==> src/rtl/bus_sequencer.sv <==
// rtl/bus_sequencer.sv - external memory bus sequencer: address latch, timed access, capture, recover
module bus_sequencer #(
    parameter int ALE_CYCLES  = 1,
    parameter int WAIT_STATES = 2,
    parameter int TIMEOUT     = 16
) (
    input  logic Clock,
    input  logic nReset,
    input  logic Req,
    input  logic Write,
    input  logic Fetch,
    input  logic Ready,
    output logic MemEn,
    output logic ALE,
    output logic nME,
    output logic nOE,
    output logic nWE,
    output logic ENB,
    output logic DOE,
    output logic IrWe,
    output logic MdrWe,
    output logic Ack,
    output logic Err,
    output logic Busy
);

    typedef enum logic [2:0] {
        IDLE,
        ADDR,
        ACCESS,
        CAPTURE,
        RECOVER
    } state_t;

    localparam logic [3:0] AleLast  = 4'(ALE_CYCLES - 1);
    localparam logic [3:0] WaitLast = 4'(WAIT_STATES);
    localparam logic [7:0] ExtLimit = 8'(TIMEOUT);

    state_t     state, nextState;
    logic [3:0] cycCnt;
    logic [7:0] extCnt;
    logic       WrQ, FetchQ, AbortQ;
    logic       minDone, timeoutHit;

    assign minDone    = (cycCnt == WaitLast);
    assign timeoutHit = (extCnt == ExtLimit);

    always_ff @(posedge Clock or negedge nReset) begin
        if (!nReset) begin
            state  <= IDLE;
            cycCnt <= '0;
            extCnt <= '0;
            WrQ    <= 1'b0;
            FetchQ <= 1'b0;
            AbortQ <= 1'b0;
        end else begin
            state <= nextState;
            case (state)
                IDLE: begin
                    if (Req) begin
                        WrQ    <= Write;
                        FetchQ <= Fetch;
                        cycCnt <= '0;
                        extCnt <= '0;
                        AbortQ <= 1'b0;
                    end
                end
                ADDR: begin
                    cycCnt <= (cycCnt == AleLast) ? '0 : cycCnt + 4'd1;
                end
                ACCESS: begin
                    if (!minDone) begin
                        cycCnt <= cycCnt + 4'd1;
                    end else if (!Ready) begin
                        // Extension counter stops at the limit; reaching it forces the abort capture.
                        if (timeoutHit) begin
                            AbortQ <= 1'b1;
                        end else if (extCnt != 8'hFF) begin
                            extCnt <= extCnt + 8'd1;
                        end
                    end
                end
                default: ;
            endcase
        end
    end

    always_comb begin
        nextState = state;
        case (state)
            IDLE:    if (Req) nextState = ADDR;
            ADDR:    if (cycCnt == AleLast) nextState = ACCESS;
            ACCESS:  if (minDone && (Ready || timeoutHit)) nextState = CAPTURE;
            CAPTURE: nextState = RECOVER;
            RECOVER: nextState = IDLE;
            default: nextState = IDLE;
        endcase
    end

    // Strobes depend only on registered state and latched mode, so reset clears them asynchronously.
    always_comb begin
        MemEn = 1'b0;
        ALE   = 1'b0;
        nME   = 1'b1;
        nOE   = 1'b1;
        nWE   = 1'b1;
        ENB   = 1'b0;
        DOE   = 1'b0;
        IrWe  = 1'b0;
        MdrWe = 1'b0;
        Ack   = 1'b0;
        Err   = 1'b0;
        Busy  = (state != IDLE);
        case (state)
            ADDR: begin
                MemEn = 1'b1;
                ALE   = 1'b1;
                nME   = 1'b0;
            end
            ACCESS: begin
                MemEn = 1'b1;
                nME   = 1'b0;
                nOE   = WrQ;
                nWE   = !WrQ;
                DOE   = WrQ;
            end
            CAPTURE: begin
                MemEn = 1'b1;
                nME   = 1'b0;
                Ack   = 1'b1;
                Err   = AbortQ;
                if (WrQ) begin
                    DOE = 1'b1;
                end else begin
                    ENB   = 1'b1;
                    nOE   = 1'b0;
                    IrWe  = FetchQ && !AbortQ;
                    MdrWe = !FetchQ && !AbortQ;
                end
            end
            default: ;
        endcase
    end

endmodule

==> config.mk <==
export PLATFORM = sky130hd
export DESIGN_NAME = bus_sequencer
export DESIGN_NICKNAME = d
export VERILOG_FILES = /design/src/rtl/bus_sequencer.sv
export SDC_FILE = /design/constraint.sdc
export NUM_CORES = 1
export LEC_CHECK = 0
export CORE_ASPECT_RATIO = 0.8
export CORE_MARGIN = 2
export CORE_UTILIZATION = 47
export DETAILED_ROUTE_END_ITERATION = 12
export DONT_BUFFER_PORTS = 1
export PLACE_DENSITY = 0.74
export SLEW_MARGIN = 20
export SYNTH_ARGS = -nofsm -noshare
export SYNTH_HDL_FRONTEND = slang
export SYNTH_SLANG_ARGS = --single-unit
==> constraint.sdc <==
create_clock -name Clock -period 3.75 [get_ports Clock]
set_clock_uncertainty 0.2 [all_clocks]
set_input_delay 0.75 -clock Clock [delete_from_list [all_inputs] [get_ports Clock]]
set_output_delay 0.75 -clock Clock [all_outputs]
set_load 0.01 [all_outputs]
==> impl_results.md <==
- Status: completed
- Post-CTS Hold Fix Bufs: 1
- Initial antenna violation count: 0
- FFs w/ async S/R, synth: 1.000
- Final setup violation count: 0
- Combinational family with the most area after synthesis: simple AND/OR/NAND/NOR gates
- Setup slack after layout: about 1.0 ns
- Main synth FF type: dfrtp_1
- Compound-gate portion of the synthesized area: 0.1886
- Number of H-tree levels: 1
- Setup TNS: 0 ns
- Slew headroom: 0.4590
- Flops & latches, synth: 18
- CTS tree: done
- Die width: ~61 um
- DR iter-0 viols: 25
- Min-delay worst type: reg -> reg
- CTS Buffer Depth: 2
- Synth warn: 0
- EDFF count, synth: 0
- Post-Syn Area: ~0.0012 sq mm
- CTS clock-pin slew for the worst setup and hold paths: approximately 0.10 ns
- # DRC: 0
- Setup CP Type: reg -> out
- Via-to-Cell Ratio: about 5.8
- CP Max Fanout: 11
- R2R Path Start: state[0]$_DFFE_PN0P_
- Die Y: around 50 um
- Reg2Reg Depth: 4
- Shortest period the worst path allows: roughly 2.7 ns
- Worst-Margin Slew: slightly above 0.8 ns
- Post-CTS Resized: 0
- Reg2reg end: extCnt[2]$_DFFE_PN0P_
- Leak: 0.5419 nW
- Initial Util: 0.5010
- Worst hold slack: around 0.35 ns
- Area post-placement: approximately 0.0012 sq mm
- CP startpoint kind: flip-flop
- Sw power: about 400 uW
- Part of the power in registers: 0.353
- Layout Area Growth over Synthesis: 3.245%
- DR vias: 937
- Row count: 16
- Diode count: 0
- Num CTS Buffers: 3
- Post-route ant nets: 0
- Finished Cell Area: 0.001274 sq mm
- P_int: around 470 uW
- GRT Resource Usage Total: 0.1930
- Clock network fraction of total power: 0.139
- GRT Residual Overflow: 0
- Cell variety after synth: 46
- Clock Root Buffer: clkbuf_4
- Fin. max-slew vios: 0
- Drt total wl: around 2500 um
- Max-cap viol count: 0
- # Post-CTS Setup Buffers: 0
- Syn nets: about 140
- Switch share: 0.4631
- Final Hold Viols: 0
- Cells after Synth: 127
- I/O Pins: 18
- Non-Filler Instances: 161
- R2R setup slack: 1.45 ns
- Final nets: roughly 140
- Hold EP: FetchQ$_DFFE_PN0P_
- Worst Path Arrival: 1.79 ns
- Hold path start: FetchQ$_DFFE_PN0P_
- Sequential share of the synthesized area: 0.3651
- Max Freq: ~370 MHz
- Period utilization: 0.7297
- Synth Area in Adders: 0.05071
- RSZ-0062 raised after global routing: false
- Die area: around 0.003 sq mm
- Routability cong.: between 0.8 and 0.9
- Cell at the slowest stage of the critical path: dfrtp_1
- Core area: 0.002462 sq mm
- Clock Sinks: 18
- Worst slack at placement: 1.336 ns
- Final core occ: 0.5173
- CP Capture Type: output pin
- Critical Path RT: ~2.8 ns
- Port Buf Inserts: 0
- HPWL after DPL: 1859 um
- Post-Synth Simple-Gate Area: 0.2718
- Combinational power share: 0.508
- Max VDD drop: about 420 uV
- Post-Synth XOR/XNOR Area: 0
- Syn_area_per_cell: 9.714 sq um
- Total iterations of the first detailed-routing run: 4
- Mux cell area share after synthesis: 0.04260
- DP Cell Count: about 160
- Hold Path Depth: 1
- Post-DR wirelength/cell: between 15 and 20 um
- Vias in the first global route: just over 900
- Share of layout cells above drive strength 1: 0.1280
- Total Power: 867.5 uW
- Pin count of the biggest net entering global routing: 19
- Crit path cell chain: and2b_2, nand2_1, nor4b_1
- Global-route wire length before repair: approximately 4400 um
- Pwr/cell area: 681.1 mW/mm^2
- Crit path largest cell delay: between 0.5 and 0.6 ns
- # fillers: approximately 230
- Worst-Skew Late Latency: roughly 0.30 ns
## synth_stat cells (all sizes together), types with 5 or more instances
master / count / area share
buf: 5 / 0.034
dfrtp: 18 / 0.37
ha: 5 / 0.051
inv: 13 / 0.040
nand2: 8 / 0.024
nand2b: 6 / 0.030
nand3: 5 / 0.020
nor2: 10 / 0.030
nor3b: 5 / 0.039
o41ai: 5 / 0.048
## layout make-up
| class | count | area [sq um] | area share |
|---|---|---|---|
| multi-input combinational | 89 | 683.2 | 0.5363 |
| sequential | 18 | 450.4 | 0.3536 |
| inverter | 13 | 48.80 | 0.03831 |
| tap | 36 | 45.04 | 0.03536 |
| clock buffer | 4 | 36.28 | 0.02849 |
| timing repair buffer | 1 | 10.01 | 0.007859 |
## power by group through the flow
stage                     logic (mW)  registers, mW  clock network [mW]
after floorplan                0.418          0.267                   0
after global placement         0.419          0.305                   0
after detailed placement       0.433          0.311                   0
after CTS                      0.442          0.306               0.123
after global routing           0.493          0.318               0.132
final                          0.440          0.306               0.121
## sequential cells by signal, indices dropped and copies added (netlist names)
register,flops
FetchQ,1
WrQ,1
AbortQ,1
state,3
extCnt,8
cycCnt,4
## per-layer routing
| metal | part of all wire | global-route usage | wire (um) | up-vias |
|---|---|---|---|---|
| met4 | 0.0053 | 0.03261 | 13 | 0 |
| met1 | 0.49 | 0.2933 | 1209 | 456 |
| met5 | 0 | 0 | 0 | - |
| met2 | 0.46 | 0.2748 | 1136 | 22 |
| li1 | - | - | - | 457 |
| met3 | 0.044 | 0.05512 | 108 | 2 |
## cells by family after synthesis
kind of cell | count (synthesis)
DFF | 18
adders and majority gates | 5
muxes | 5
and+or+nand+nor | 55
AOI/OAI and AO/OA | 24
buffers and inverters | 20
## placed cells by master, fill, tap and decap left out, drive strengths merged, types with 2 or more instances in the layout
cell | Yosys | final
o21ai | 2 | 2
a31oi | 2 | 2
inv | 13 | 13
a221o | 2 | 2
mux2 | 2 | 2
o221ai | 2 | 2
ha | 5 | 5
nor3 | 3 | 3
nand2 | 8 | 8
dfrtp | 18 | 18
o31ai | 2 | 2
o41ai | 5 | 5
nor4b | 3 | 3
and2 | 2 | 2
and3 | 3 | 3
or3b | 2 | 2
nor3b | 5 | 5
nand4 | 2 | 2
nor2 | 10 | 10
clkbuf | 2 | 4
nand2b | 6 | 6
nand3 | 5 | 5
mux2i | 3 | 3
## worst max-delay path by stage
stage	from	to	slack (ns)	cells after the start
finish	state[2]$_DFFE_PN0P_	IrWe	1.01	3
global route	state[2]$_DFFE_PN0P_	IrWe	0.89	3
CTS	state[2]$_DFFE_PN0P_	IrWe	1.0	3
detailed placement	state[2]$_DFFE_PN0P_	IrWe	1.34	3
global placement	state[2]$_DFFE_PN0P_	IrWe	1.40	3
floorplan	state[2]$_DFFE_PN0P_	IrWe	1.49	4
## worst max-delay path, delay by kind of cell (launching register included)
kind          cells  cell delay, ns
flops             1            0.52
simple gates      3            0.96
Note: power is estimated with default switching activity, not from simulation.
